$ cat src/rtl/bot_io_pkg.sv
// Address map and interrupt bit assignments shared by the Rojobot I/O hub and its IRQ controller.
package bot_io_pkg;

    typedef logic [3:0] irq_vec_t;

    localparam logic [4:0] ADDR_BTN      = 5'h00;
    localparam logic [4:0] ADDR_IRQ_PEND = 5'h01;
    localparam logic [4:0] ADDR_IRQ_MASK = 5'h02;
    localparam logic [4:0] ADDR_IRQ_CLR  = 5'h03;
    localparam logic [4:0] ADDR_MOTCTL   = 5'h04;
    localparam logic [4:0] ADDR_DP       = 5'h05;
    localparam logic [4:0] ADDR_BOT_BASE = 5'h08;
    localparam logic [4:0] ADDR_SW_BASE  = 5'h10;
    localparam logic [4:0] ADDR_LED_BASE = 5'h14;
    localparam logic [4:0] ADDR_DIG_BASE = 5'h18;

    localparam int NUM_BOT_REGS = 6;

    localparam int IRQ_UPD = 0;
    localparam int IRQ_BTN = 1;
    localparam int IRQ_SW  = 2;
    localparam int IRQ_EXT = 3;

endpackage

$ cat src/rtl/bot_irq_ctrl.sv
// Interrupt controller: source edge detection, pending/mask registers and the
// interrupt/acknowledge handshake guarded by an in-service flag.
module bot_irq_ctrl
    import bot_io_pkg::*;
#(
    parameter int SW_W = 16
) (
    input  logic            sysclk,
    input  logic            sysreset,
    input  logic [4:0]      dbbtns,
    input  logic [SW_W-1:0] sw,
    input  logic            irq_ext,
    input  logic            upd_sysregs,
    input  logic            mask_we,
    input  irq_vec_t        mask_wdata,
    input  logic            clr_we,
    input  irq_vec_t        clr_wdata,
    input  logic            interrupt_ack,
    output irq_vec_t        pend,
    output irq_vec_t        mask,
    output logic            interrupt
);

    logic [4:0]      btn_prev_q;
    logic [SW_W-1:0] sw_prev_q;
    logic            ext_prev_q;
    irq_vec_t        pend_q, pend_d;
    irq_vec_t        mask_q, mask_d;
    irq_vec_t        evt, clr_bits;
    logic            in_service_q, in_service_d;
    logic            interrupt_q, interrupt_d;

    always_comb begin
        evt          = '0;
        evt[IRQ_UPD] = upd_sysregs;
        evt[IRQ_BTN] = |(dbbtns & ~btn_prev_q);
        evt[IRQ_SW]  = |(sw ^ sw_prev_q);
        evt[IRQ_EXT] = irq_ext & ~ext_prev_q;

        // OR-ing events in after the clear lets a same-cycle event win.
        clr_bits = clr_we ? clr_wdata : '0;
        pend_d   = (pend_q & ~clr_bits) | evt;
        mask_d   = mask_we ? mask_wdata : mask_q;

        in_service_d = in_service_q;
        if (clr_we) begin
            in_service_d = 1'b0;
        end else if (interrupt_ack) begin
            in_service_d = 1'b1;
        end

        interrupt_d = interrupt_q;
        if (interrupt_ack) begin
            interrupt_d = 1'b0;
        end else if ((|(pend_q & mask_q)) && !in_service_q) begin
            interrupt_d = 1'b1;
        end
    end

    always_ff @(posedge sysclk or posedge sysreset) begin
        if (sysreset) begin
            btn_prev_q   <= '0;
            sw_prev_q    <= '0;
            ext_prev_q   <= 1'b0;
            pend_q       <= '0;
            mask_q       <= '0;
            in_service_q <= 1'b0;
            interrupt_q  <= 1'b0;
        end else begin
            btn_prev_q   <= dbbtns;
            sw_prev_q    <= sw;
            ext_prev_q   <= irq_ext;
            pend_q       <= pend_d;
            mask_q       <= mask_d;
            in_service_q <= in_service_d;
            interrupt_q  <= interrupt_d;
        end
    end

    assign pend      = pend_q;
    assign mask      = mask_q;
    assign interrupt = interrupt_q;

endmodule

$ cat src/rtl/bot_io_hub.sv
// KCPSM6 port-bus register hub for the Rojobot: address decode, board I/O registers,
// coherent bot-register snapshot and registered read-back.
module bot_io_hub
    import bot_io_pkg::*;
#(
    parameter int NUM_SW_BANKS  = 2,
    parameter int NUM_LED_BANKS = 2,
    parameter int NUM_DIGITS    = 8,
    parameter bit FULL_DECODE   = 1'b0
) (
    input  logic                      sysclk,
    input  logic                      sysreset,
    input  logic [7:0]                port_id,
    input  logic [7:0]                io_data_in,
    input  logic                      write_strobe,
    input  logic                      k_write_strobe,
    input  logic                      read_strobe,
    output logic [7:0]                io_data_out,
    output logic                      interrupt,
    input  logic                      interrupt_ack,
    input  logic [4:0]                dbbtns,
    input  logic [8*NUM_SW_BANKS-1:0] sw,
    input  logic                      irq_ext,
    input  logic [7:0]                locx,
    input  logic [7:0]                locy,
    input  logic [7:0]                botinfo,
    input  logic [7:0]                sensors,
    input  logic [7:0]                lmdist,
    input  logic [7:0]                rmdist,
    input  logic                      upd_sysregs,
    output logic [7:0]                MotCtl,
    output logic [8*NUM_LED_BANKS-1:0] leds,
    output logic [5*NUM_DIGITS-1:0]   digits,
    output logic [NUM_DIGITS-1:0]     dp
);

    localparam int SW_W  = 8 * NUM_SW_BANKS;
    localparam int LED_W = 8 * NUM_LED_BANKS;
    localparam int DIG_W = 5 * NUM_DIGITS;
    localparam int BOT_W = 8 * NUM_BOT_REGS;

    logic [4:0]            rd_addr, wr_addr;
    logic                  hit, wr_en;
    logic [7:0]            rdata_q, rdata_d;
    logic [7:0]            motctl_q, motctl_d;
    logic [NUM_DIGITS-1:0] dp_q, dp_d;
    logic [LED_W-1:0]      leds_q, leds_d;
    logic [DIG_W-1:0]      digits_q, digits_d;
    logic [BOT_W-1:0]      bot_q, bot_d;
    irq_vec_t              pend, mask;
    logic                  unused_rd_strobe;

    assign unused_rd_strobe = read_strobe;

    // OUTPUTK carries only a 4-bit port, so it can never reach the upper half of the map.
    always_comb begin
        rd_addr = port_id[4:0];
        hit     = !FULL_DECODE || (port_id[7:5] == 3'b000);
        wr_en   = 1'b0;
        wr_addr = port_id[4:0];
        if (write_strobe) begin
            wr_en = hit;
        end else if (k_write_strobe) begin
            wr_en   = 1'b1;
            wr_addr = {1'b0, port_id[3:0]};
        end
    end

    always_comb begin
        motctl_d = motctl_q;
        dp_d     = dp_q;
        leds_d   = leds_q;
        digits_d = digits_q;
        bot_d    = upd_sysregs ? {rmdist, lmdist, sensors, botinfo, locy, locx} : bot_q;
        if (wr_en) begin
            if (wr_addr == ADDR_MOTCTL) motctl_d = io_data_in;
            if (wr_addr == ADDR_DP)     dp_d     = io_data_in[NUM_DIGITS-1:0];
            for (int i = 0; i < NUM_LED_BANKS; i++) begin
                if (wr_addr == ADDR_LED_BASE + 5'(i)) leds_d[8*i +: 8] = io_data_in;
            end
            for (int i = 0; i < NUM_DIGITS; i++) begin
                if (wr_addr == ADDR_DIG_BASE + 5'(i)) digits_d[5*i +: 5] = io_data_in[4:0];
            end
        end
    end

    always_comb begin
        rdata_d = '0;
        if (hit) begin
            case (rd_addr)
                ADDR_BTN:      rdata_d = {3'b000, dbbtns};
                ADDR_IRQ_PEND: rdata_d = {4'h0, pend};
                ADDR_IRQ_MASK: rdata_d = {4'h0, mask};
                ADDR_MOTCTL:   rdata_d = motctl_q;
                ADDR_DP:       rdata_d[NUM_DIGITS-1:0] = dp_q;
                default:       ;
            endcase
            for (int j = 0; j < NUM_BOT_REGS; j++) begin
                if (rd_addr == ADDR_BOT_BASE + 5'(j)) rdata_d = bot_q[8*j +: 8];
            end
            for (int i = 0; i < NUM_SW_BANKS; i++) begin
                if (rd_addr == ADDR_SW_BASE + 5'(i)) rdata_d = sw[8*i +: 8];
            end
            for (int i = 0; i < NUM_LED_BANKS; i++) begin
                if (rd_addr == ADDR_LED_BASE + 5'(i)) rdata_d = leds_q[8*i +: 8];
            end
            for (int i = 0; i < NUM_DIGITS; i++) begin
                if (rd_addr == ADDR_DIG_BASE + 5'(i)) rdata_d = {3'b000, digits_q[5*i +: 5]};
            end
        end
    end

    always_ff @(posedge sysclk or posedge sysreset) begin
        if (sysreset) begin
            rdata_q  <= '0;
            motctl_q <= '0;
            dp_q     <= '0;
            leds_q   <= '0;
            digits_q <= '0;
            bot_q    <= '0;
        end else begin
            rdata_q  <= rdata_d;
            motctl_q <= motctl_d;
            dp_q     <= dp_d;
            leds_q   <= leds_d;
            digits_q <= digits_d;
            bot_q    <= bot_d;
        end
    end

    bot_irq_ctrl #(
        .SW_W (SW_W)
    ) u_irq (
        .sysclk        (sysclk),
        .sysreset      (sysreset),
        .dbbtns        (dbbtns),
        .sw            (sw),
        .irq_ext       (irq_ext),
        .upd_sysregs   (upd_sysregs),
        .mask_we       (wr_en && (wr_addr == ADDR_IRQ_MASK)),
        .mask_wdata    (io_data_in[3:0]),
        .clr_we        (wr_en && (wr_addr == ADDR_IRQ_CLR)),
        .clr_wdata     (io_data_in[3:0]),
        .interrupt_ack (interrupt_ack),
        .pend          (pend),
        .mask          (mask),
        .interrupt     (interrupt)
    );

    assign io_data_out = rdata_q;
    assign MotCtl      = motctl_q;
    assign leds        = leds_q;
    assign digits      = digits_q;
    assign dp          = dp_q;

endmodule
$ cat config.mk
export PLATFORM = sky130hd
export DESIGN_NAME = bot_io_hub
export DESIGN_NICKNAME = d
export VERILOG_FILES = /design/src/rtl/bot_io_pkg.sv /design/src/rtl/bot_irq_ctrl.sv /design/src/rtl/bot_io_hub.sv
export SDC_FILE = /design/constraint.sdc
export NUM_CORES = 1
export LEC_CHECK = 0
export CAP_MARGIN = 40
export CORE_MARGIN = 5
export CORE_UTILIZATION = 35
export CTS_CLUSTER_SIZE = 10
export DETAILED_ROUTE_END_ITERATION = 8
export GPL_TIMING_DRIVEN = 0
export PLACE_DENSITY = 0.58
export SYNTH_ARGS = -nofsm -noshare
export SYNTH_HDL_FRONTEND = slang
export SYNTH_SLANG_ARGS = --single-unit
$ cat constraint.sdc
create_clock -name sysclk -period 14.8 [get_ports sysclk]
set_input_delay 1.48 -clock sysclk [delete_from_list [all_inputs] [get_ports sysclk]]
set_output_delay 1.48 -clock sysclk [all_outputs]
set_load 0.02 [all_outputs]
# Word level (Yosys, flattened, before mapping)
# Index checks and enable logic that the tools add are counted.
totals:
  output_inout_bits: 81
  register_bits: 160
  word_cells: 116
op_classes:
  n_eq_ne: 36
  mux: 28
  n_bitwise: 9
  n_reduce_logical: 22
ops:
  columns: ["operator", "count"]
  rows:
  - ["$mux 8", 18]
  - ["$eq 5x5->1 const B", 22]
  - ["$pmux 8 s5", 1]
  - ["$eq 5x4->1 const B", 6]
  - ["$reduce_and 2->1", 12]
  - ["$eq 5x3->1 const B", 4]
  - ["$reduce_or 16->1", 1]
  - ["$xor 16x16->16", 1]
  - ["$eq 5x2->1 const B", 3]
  - ["$mux 5", 2]
  - ["$and 4x4->4", 2]
  - ["$mux 1", 6]
  - ["$and 5x5->5", 1]
  - ["$eq 5x1->1 const B", 1]
  - ["$logic_not 5->1", 1]
  - ["$not 5->5", 1]
  - ["$reduce_or 5->1", 1]
  - ["$mux 4", 1]
  - ["$not 4->4", 1]
  - ["$or 4x4->4", 1]
  - ["$reduce_bool 2->1", 2]
  - ["$reduce_or 4->1", 1]
  - ["$logic_and 1x1->1", 3]
  - ["$and 1x1->1", 1]
  - ["other kinds (2)", 2]

# Longest topological paths before layout
# Gate-level depths: netlist of run 1.
depth:
  word_depth: 20
  mapped_depth: 9

# Hierarchy
# Synthesis of run 1 repeated with hierarchy kept, for this count alone.
hier_totals:
  hier_cells: 655
  area_unflattened_um2: 7926.4
by_module_without_submodules:
  columns: ["mod", "cells_per_inst", "area_each_um2", "n_inst"]
  rows:
  - ["bot_io_hub", 573, 6777.8, 1]
  - ["bot_irq_ctrl", 82, 1148.6, 1]

# Worst setup path before layout of run 1
# Ideal clock, no wire load.
synth_path:
  kind: "input port to flip-flop"
  from: "input port port_id[0]"
  to: "register rdata_q[0], in the netlist io_data_out[0]"
  arrival_time_ps: 2724
  setup_time_ps: 126
  stages: 6
  path_slack_ps: 11950
  required_ps: 14674
  cell_sequence: "buf_6 -> or4b_4 -> o31a_1 -> o22ai_2 -> a31oi_1 -> a311o_1"
synth_between:
  elab_chain_len: 20
  word_cells_on_any_way: 42
  cone_classes: "eq/ne (22); mux (19); reduce/logical (1)"
synth_lines:
  columns: ["item", "line_no", "rtl"]
  rows:
  - ["start: declaration", "bot_io_hub.sv:13", "input logic [7:0] port_id,"]
  - ["$eq 5x3->1, or another cell as far along", "bot_io_hub.sv:90", "case (rd_addr)"]
  - ["$pmux 8 s5", "bot_io_hub.sv:90", null]
  - ["$mux 8 (6 in series)", "bot_io_hub.sv:99", "if (rd_addr == ADDR_BOT_BASE + 5'(j)) rdata_d = bot_q[8*j +: 8];"]
  - ["$mux 8 (2 in series)", "bot_io_hub.sv:102", "if (rd_addr == ADDR_SW_BASE + 5'(i)) rdata_d = sw[8*i +: 8];"]
  - ["$mux 8 (2 in series)", "bot_io_hub.sv:105", "if (rd_addr == ADDR_LED_BASE + 5'(i)) rdata_d = leds_q[8*i +: 8];"]
  - ["$mux 8 (7 in series)", "bot_io_hub.sv:108", "if (rd_addr == ADDR_DIG_BASE + 5'(i)) rdata_d = {3'b000, digits_q[5*i +: 5]};"]
  - ["$mux 8 (*)", "bot_io_hub.sv:108", null]
  - ["net rdata_d[0]", "bot_io_hub.sv:44", "logic [7:0] rdata_q, rdata_d;"]
  - ["end signal: assignment", "bot_io_hub.sv:122", "rdata_q <= rdata_d;"]
  - ["end: declaration", "bot_io_hub.sv:44", null]
# The timed path passes the listed nets; every way through them passes the cells marked *.
# A chain may end at the register's enable or synchronous reset.

# Worst setup path after layout of run 1
layout_path:
  from: "input port port_id[1]"
  to: "register rdata_q[1], in the netlist io_data_out[1]"
# The elaborated chain is that of the path after synthesis.

==> impl_metrics.yaml, run 1 <==
setup_path:
  reg2reg_from: "dp[1]$_DFFE_PP0P_"
  max_stage_delay_ns: 0.61
  worst-path-buf-inv: 3
  critPathLaunchType: "primary input"
  path_cells: "clkdlybuf4s50_1 > or2_2 > clkbuf_1 > a2111oi_0 > buf_1 > a2111oi_0 > o21a_1 > o21ai_1"
  crit_top_cell: "a2111oi_0"
  endpoint_kind: "register"
  cp.required_ns: 15.09
  crit_start: "port_id[1]"
  worstPathMaxFanout: 8
  critical_path_class: "in2reg"
  cp_slowest_cell: "clkdlybuf4s50_1"
  arrival_ns: 3.90
  crit_family: "buffers and inverters"
routing:
  drt-total-wl_um: 29290
  dr.pass1.iters: 6
  vias: 6417
  via_per_inst: 5.503
  drc: 0
  avgRoutedWirePerCell_um: 25.12
  ant_nets: 0
  first_iter_violations: 537
power:
  peakVddDrop_mv: 0.07128
  power_mw: 1.328
  p_leak_nw: 4.283
  power_density_nw_per_um2: 126.6
sta:
  slew_viol_final: 0
  period_share: 0.2442
  finalSetupTns_ns: 0
  max_freq_ghz: 0.2767
  period_minus_slack_ns: 3.614
  clock_skew_ns: 0.005905
  final_hold_viol_count: 0
  final.setup.worst_slack_ns: 11.19
  rsz0062_at_grt: "false"
  setup_viol: 0
  worstMarginPinSlew_ns: 0.7976
  max_slew_margin: 0.4683
clock_network:
  ctsHoldBuffers: 0
  cts_setup_buffers: 0
  clk_latency_ns: 0.43
  clock-sinks: 160
  cts_tree: "yes"
  cts_htree_levels: 4
  cts.path.max_buffers: 2
  ctsResizeCount: 0
  cts_buffers: 17
  clkTransAtPathRegs_ns: 0.07
  root_buffer: "clkbuf_16"
logic_synthesis:
  synth_top_area_share: 0.5106
  yosys_warnings: 0
  ys_ff_latch: 160
  yosys-top-cells-area: "dfrtp_1 (51%), mux2_2 (14%), o21ai_0 (2.9%)"
  avgSynthCellArea_um2: 11.45
  seq_area_frac_synth: 0.5106
  syn-cell-area_um2: 7841
  async_flop_share: 1.000
  syn_inst: 685
  synth_most_common_cell: "dfrtp_1"
  synth_flop_cell: "dfrtp_1"
  synth_edf_count: 0
  synth_top_cells_by_count: "dfrtp_1 (160), mux2_2 (95), nand2_1 (49)"
  synth_nets: 778
  synth.distinct_cells: 73
  synth_top_area_cell: "dfrtp_1"
status:
  status: "finished clean"
global_route:
  grt_pass1_wl_um: 43590
  grt_pass1_vias: 6586
  grt_max_degree: 82
  antenna_found_initial: 0
  track_usage: 0.2279
  gr-total-overflow: 0
die:
  fp.dieH_um: 159.7
  ios: 174
  rows: 54
  core_um2: 21960
  die_w_um: 159.7
  die_area_um2: 25500
  start_util: 0.3571
place:
  post-place-ws_ns: 10.80
  placed_cell_area_um2: 9902
  hpwl_um: 22260
  port_buffers: 167
  routabilityCongestion: 0.9775
layout:
  final_area_um2: 10490
  n_fill_cell: 2016
  multi_input_area_um2: 3525
  synthToLayoutAreaGrowth_pct: 33.80
  fin_util: 0.4778
  final_nets: 966
  drive_gt1_frac: 0.2088
  regArea_um2: 4004
  n_antenna_cell: 0
worst_hold_path:
  hold_class: "reg2reg"
  hp-start: "u_irq.ext_prev_q$_DFF_PP0_"
run:
  maxCapViolCount: 0
==> area by class of cell <==
type / instances / share of cell area
buffer: 43 / 0.02373
timing repair buffer: 169 / 0.1623
sequential: 160 / 0.3816
inverter: 17 / 0.006798
clock buffer: 20 / 0.04448
tap: 280 / 0.03339
multi-input combinational: 465 / 0.3360
clock inverter: 12 / 0.01169
==> path summary, 6_finish.rpt <==
path / endpoint / slack, ns / cells after the start
min reg2reg: u_irq.pend[3]$_DFF_PP0_ / 0.42 / 1
max in group asynchronous: digits[34]$_DFFE_PP0P_ / 12.50 / 3
min: u_irq.pend[3]$_DFF_PP0_ / 0.42 / 1
max: io_data_out[1]$_DFF_PP0_ / 11.19 / 8
max reg2reg: io_data_out[1]$_DFF_PP0_ / 12.95 / 5
min in group asynchronous: u_irq.sw_prev_q[7]$_DFF_PP0_ / 1.49 / 2
==> worst register-to-register path, cell delays in order (launching register included) <==
cell and delay (ns):
dfrtp_1 0.41, mux2i_1 0.25, nor3_1 0.09, a2111oi_0 0.70
o21a_1 0.18, o21ai_1 0.09
==> placed cells by master (no fill, tap or decap), types with 9 or more instances in the layout <==
cell type,count
o22ai_1,9
xnor2_1,16
inv_1,15
nand3_1,12
mux2i_1,22
o21ai_0,46
clkdlybuf4s50_1,167
nor2_1,24
nand2b_1,19
buf_2,22
nand2_1,49
a21oi_1,26
nor2b_1,10
clkbuf_16,17
dfrtp_1,160
mux2_2,95
==> report_power, final <==
| part | internal (mW) | switching (mW) | total [mW] |
|---|---|---|---|
| combinational | 0.162 | 0.168 | 0.330 |
| clock | 0.248 | 0.194 | 0.442 |
| sequential | 0.499 | 0.0577 | 0.557 |
| total | 0.909 | 0.419 | 1.33 |
==> cells by family after synthesis <==
logic type	after synthesis	synth area share
multiplexers	127	0.1817
AND/OR/NAND/NOR	162	0.1119
AO/OA/AOI/OAI	160	0.1380
flip-flops	160	0.5106
buffers and inverters	60	0.03989
XOR/XNOR	16	0.01787
==> flip-flops by register name, summed over array words and instances (netlist names), 4 cells and up <==
name / flops
MotCtl: 8
bot_q: 48
digits: 40
dp: 8
io_data_out: 8
leds: 16
u_irq.btn_prev_q: 5
u_irq.mask: 4
u_irq.pend: 4
u_irq.sw_prev_q: 16
==> layer usage <==
| metal | up-vias | GRT usage | share of wire |
|---|---|---|---|
| met3 | 39 | 0.05052 | 0.071 |
| met5 | - | 0 | 0 |
| met4 | 0 | 0.06588 | 0.023 |
| met1 | 3195 | 0.3256 | 0.46 |
| met2 | 275 | 0.3495 | 0.45 |
| li1 | 2908 | - | - |
==> stage by stage <==
step / hold WS, ns / instances
5_1_grt: 0.4381 / 1166
6_report: 0.4208 / 1166
3_5_place_dp: 0.4140 / 1134
3_3_place_gp: 0.4073 / 1132
2_1_floorplan: 0.3996 / 685
4_1_cts: 0.4232 / 1166
No activity file was read; power rests on OpenSTA's default activity.
==> run 2: changes to the inputs <==
--- a/config.mk
+++ b/config.mk
@@ -11,7 +11,7 @@
 export CTS_CLUSTER_SIZE = 10
 export DETAILED_ROUTE_END_ITERATION = 8
 export GPL_TIMING_DRIVEN = 0
-export PLACE_DENSITY = 0.58
+export PLACE_DENSITY = 0.6
 export SYNTH_ARGS = -nofsm -noshare
 export SYNTH_HDL_FRONTEND = slang
 export SYNTH_SLANG_ARGS = --single-unit
==> constraint.sdc (replaced) <==
create_clock -name sysclk -period 3 [get_ports sysclk]
set_input_delay 0.3 -clock sysclk [delete_from_list [all_inputs] [get_ports sysclk]]
set_output_delay 0.3 -clock sysclk [all_outputs]
set_load 0.02 [all_outputs]
==> impl_metrics.yaml, run 2 (synthesis gave the netlist of run 1 again) <==
layout:
  drive_gt1_frac: 0.2081
  synthToLayoutAreaGrowth_pct: 34.71
  n_antenna_cell: 0
  final_common_cell: "clkdlybuf4s50_1"
  final_cells: 1169
  layout_common_cells: "clkdlybuf4s50_1 (167), dfrtp_1 (160), mux2_2 (95)"
  regMostFlops: "bot_q"
  multi_input_area_um2: 3525
  final_area_um2: 10560
  regArea_um2: 4004
  n_fill_cell: 2033
  final_nets: 969
  largest_reg_flops: 48
clock_network:
  cts.path.max_buffers: 2
  cts_setup_buffers: 0
  clk_latency_ns: 0.43
  clock-sinks: 160
  cts_htree_levels: 4
  ctsResizeCount: 0
  clkTransAtPathRegs_ns: 0.06
  root_buffer: "clkbuf_16"
  cts_buffers: 17
  ctsHoldBuffers: 0
  cts_tree: "yes"
setup_path:
  cp-endpoint: "io_data_out[1]$_DFF_PP0_"
  endpoint_kind: "register"
  worstPathMaxFanout: 8
  critPathLaunchType: "primary input"
  r2r_slack_ns: 1.01
  critical_path_class: "in2reg"
  cp.required_ns: 3.33
  reg2reg_depth: 5
  arrival_ns: 2.82
  r2r-end: "io_data_out[1]$_DFF_PP0_"
  reg2reg_from: "u_irq.pend[1]$_DFF_PP0_"
  crit_start: "port_id[1]"
routing:
  drt-total-wl_um: 28870
  ant_nets: 0
  dr.pass1.iters: 7
  vias: 6484
  drc: 0
  first_iter_violations: 493
  via_per_inst: 5.547
  avgRoutedWirePerCell_um: 24.70
power:
  power_density_nw_per_um2: 622.7
  power.internal_mw: 4.577
  p_leak_nw: 4.321
  clock_power_share: 0.332
  seqPwrFrac: 0.418
  peakVddDrop_mv: 0.3792
  combPwrFrac: 0.249
  switching_power_mw: 2.000
  p_sw_frac: 0.3041
  power_mw: 6.577
die:
  die_w_um: 159.7
  fp.dieH_um: 159.7
  start_util: 0.3571
  die_area_um2: 25500
  ios: 174
  core_um2: 21960
  rows: 54
global_route:
  track_usage: 0.2247
  gr-total-overflow: 0
  grt_max_degree: 36
  grt_pass1_wl_um: 43030
  antenna_found_initial: 0
  grt_pass1_vias: 6629
sta:
  max_slew_margin: 0.4434
  finalSetupTns_ns: 0
  max_freq_ghz: 0.4022
  setup_viol: 0
  rsz0062_at_grt: "false"
  whs_ns: 0.2913
  worstMarginPinSlew_ns: 0.8139
  slew_viol_final: 0
  period_minus_slack_ns: 2.486
  period_share: 0.8287
  clock_skew_ns: 0.009019
  final_hold_viol_count: 0
status:
  status: "finished clean"
place:
  port_buffers: 167
  placed_cell_area_um2: 9982
  hpwl_um: 22190
  routabilityCongestion: 0.9850
  dp.cells: 1137
run:
  maxCapViolCount: 0
worst_hold_path:
  hold_class: "in2async"
[run 2: through the flow]
step,worst slack (ns),util
floorplan,0.6712,-
global placement,-0.7237,0.4493
detailed placement,0.1842,0.4546
CTS,0.6274,0.4810
global route,0.5817,0.4810
finish,0.5138,0.4810
[run 2: power groups by stage]
stage / Clock, mW / Combinational, mW / Sequential [mW]
after floorplan: 0 / 0.577 / 2.94
after global placement: 0 / 1.61 / 2.78
after detailed placement: 0 / 1.64 / 2.79
after CTS: 2.21 / 1.64 / 2.75
after global routing: 2.30 / 1.74 / 2.79
final: 2.19 / 1.64 / 2.75
[run 2: worst max-delay path, stage by stage]
cell and delay (ns):
clkdlybuf4s50_1 0.53, or2_2 0.32, clkbuf_1 0.28, a2111oi_0 0.70, a2111oi_0 0.26, o21a_1 0.24, o21ai_1 0.18
[run 2: area by class of cell]
class                           instances  area share
Sequential cell                       160      0.3791
Clock inverter                         11     0.01327
Timing Repair Buffer                  172      0.1692
Tap cell                              280     0.03317
Inverter                               17    0.006397
Multi-Input combinational cell        465      0.3337
Buffer                                 43     0.02357
Clock buffer                           21     0.04170
[run 2: metal layers]
metal	track usage	vias up	share of wire
li1	-	2895	-
met1	0.3093	3244	0.45
met2	0.3431	295	0.45
met3	0.06186	50	0.075
met4	0.07732	0	0.025
met5	0	-	0
[run 2: how the worst min path moves through the flow]
stage                                          to  slack, ns  cells past startpoint                       start
floorplan           u_irq.btn_prev_q[0]$_DFF_PP0_       0.33                      0                   dbbtns[0]
global placement          u_irq.pend[3]$_DFF_PP0_       0.41                      1  u_irq.ext_prev_q$_DFF_PP0_
detailed placement        u_irq.pend[3]$_DFF_PP0_       0.42                      1  u_irq.ext_prev_q$_DFF_PP0_
CTS                 u_irq.sw_prev_q[13]$_DFF_PP0_       0.30                      2                    sysreset
global route        u_irq.sw_prev_q[13]$_DFF_PP0_       0.34                      2                    sysreset
finish              u_irq.sw_prev_q[13]$_DFF_PP0_       0.29                      2                    sysreset
==> run 3: changes to the inputs <==
==> constraint.sdc (replaced) <==
create_clock -name sysclk -period 2 [get_ports sysclk]
set_input_delay 0.2 -clock sysclk [delete_from_list [all_inputs] [get_ports sysclk]]
set_output_delay 0.2 -clock sysclk [all_outputs]
set_load 0.02 [all_outputs]
==> impl_metrics.yaml, run 3 (synthesis gave the netlist of run 1 again) <==
routing:
  via_per_inst: 5.577
  drt-total-wl_um: 28840
  vias: 6514
  dr.pass1.iters: 5
  avgRoutedWirePerCell_um: 24.69
  drc: 0
  first_iter_violations: 467
  ant_nets: 0
layout:
  final_common_cell: "clkdlybuf4s50_1"
  regArea_um2: 4004
  multi_input_area_um2: 3593
  synthToLayoutAreaGrowth_pct: 35.63
  final_nets: 968
  largest_reg_flops: 48
  final_cells: 1168
  drive_gt1_frac: 0.2218
  regMostFlops: "bot_q"
  final_area_um2: 10640
  n_fill_cell: 2022
  n_antenna_cell: 0
  layout_common_cells: "clkdlybuf4s50_1 (165), dfrtp_1 (160), mux2_2 (95)"
global_route:
  gr-total-overflow: 0
  grt_pass1_wl_um: 43010
  grt_max_degree: 36
  grt_pass1_vias: 6615
  antenna_found_initial: 0
  track_usage: 0.2247
power:
  power_mw: 9.888
  seqPwrFrac: 0.418
  combPwrFrac: 0.250
  peakVddDrop_mv: 0.5679
  p_leak_nw: 4.341
  switching_power_mw: 3.016
  power_density_nw_per_um2: 929.7
  p_sw_frac: 0.3050
  clock_power_share: 0.332
  power.internal_mw: 6.872
setup_path:
  critPathLaunchType: "primary input"
  critical_path_class: "in2reg"
  r2r_slack_ns: 0.26
  endpoint_kind: "register"
  worstPathMaxFanout: 9
  r2r-end: "io_data_out[4]$_DFF_PP0_"
  reg2reg_from: "leds[12]$_DFFE_PP0P_"
  cp.required_ns: 2.31
  reg2reg_depth: 5
  arrival_ns: 2.31
die:
  fp.dieH_um: 159.7
  rows: 54
  die_w_um: 159.7
  start_util: 0.3571
  core_um2: 21960
  die_area_um2: 25500
  ios: 174
clock_network:
  clkTransAtPathRegs_ns: 0.06
  clock-sinks: 160
  cts_tree: "yes"
  root_buffer: "clkbuf_16"
  cts_htree_levels: 4
  cts_buffers: 17
  ctsHoldBuffers: 0
  cts.path.max_buffers: 2
  cts_setup_buffers: 0
  clk_latency_ns: 0.44
sta:
  final.setup.worst_slack_ns: -0.002877
  period_share: 1.001
  clock_skew_ns: 0.01084
  finalSetupTns_ns: -0.002877
  worstMarginPinSlew_ns: 0.8269
  max_freq_ghz: 0.4993
  slew_viol_final: 0
  period_minus_slack_ns: 2.003
  rsz0062_at_grt: "true"
  max_slew_margin: 0.4487
  final_hold_viol_count: 0
  whs_ns: 0.1920
  setup_viol: 1
worst_hold_path:
  hold_class: "in2async"
status:
  status: "complete, but fails checks"
  violations: "setup timing"
place:
  dp.cells: 1137
  routabilityCongestion: 0.9850
  hpwl_um: 22190
  port_buffers: 167
  placed_cell_area_um2: 9982
run:
  maxCapViolCount: 0
==> run 3: routing by layer <==
layer | GRT usage | up-vias | routed length [um]
met3 | 0.06186 | 47 | 2398
met2 | 0.3419 | 327 | 13030
li1 | - | 2904 | -
met1 | 0.3103 | 3236 | 12630
met4 | 0.07732 | 0 | 777
met5 | 0 | - | 0
==> run 3: final cells by class <==
cell class | count | area share
multi-input combinational | 465 | 0.3379
clock buffer | 21 | 0.04141
timing repair buffer | 172 | 0.1678
tap | 280 | 0.03294
sequential | 160 | 0.3765
clock inverter | 11 | 0.01318
inverter | 17 | 0.006353
buffer | 42 | 0.02400
==> run 3: per-stage QoR <==
| stage | worst slack (ns) | utilization |
|---|---|---|
| 6_report | -0.002877 | 0.4843 |
| 5_1_grt | -0.06695 | 0.4843 |
| 4_1_cts | 0.01559 | 0.4823 |
| 3_5_place_dp | -0.7158 | 0.4546 |
| 3_3_place_gp | -1.624 | 0.4493 |
| 2_1_floorplan | -0.2288 | - |
==> run 3: worst max-delay path by stage <==
| stage | from | cells past startpoint | endpoint | slack, ns |
|---|---|---|---|---|
| final | port_id[3] | 6 | digits[34]$_DFFE_PP0P_ | -0.003 |
| after global routing | port_id[4] | 6 | digits[31]$_DFFE_PP0P_ | -0.07 |
| after CTS | port_id[3] | 8 | io_data_out[3]$_DFF_PP0_ | 0.02 |
| after detailed placement | port_id[1] | 7 | io_data_out[1]$_DFF_PP0_ | -0.72 |
| after global placement | sysreset | 2 | digits[30]$_DFFE_PP0P_ | -1.62 |
| after floorplan | sysreset | 1 | MotCtl[0]$_DFFE_PP0P_ | -0.23 |
==> run 3: power groups by stage <==
stage	logic (mW)	registers [mW]	clock network, mW
6_report	2.47	4.13	3.28
5_1_grt	2.63	4.19	3.46
4_1_cts	2.47	4.13	3.32
3_5_place_dp	2.46	4.18	0
3_3_place_gp	2.41	4.18	0
2_1_floorplan	0.866	4.40	0
==> run 3: what timing repair did <==
action	4_1_cts	5_1_grt
endpoints found under the setup margin	12	23
pin swaps	0	0
resized for setup	16	10
==> run 3: worst max-delay path: stages <==
cell	delay (ns)
clkdlybuf4s50_1	0.58
and2_0	0.14
buf_2	0.24
nand3_1	0.25
nor2_1	0.49
mux2_2	0.40
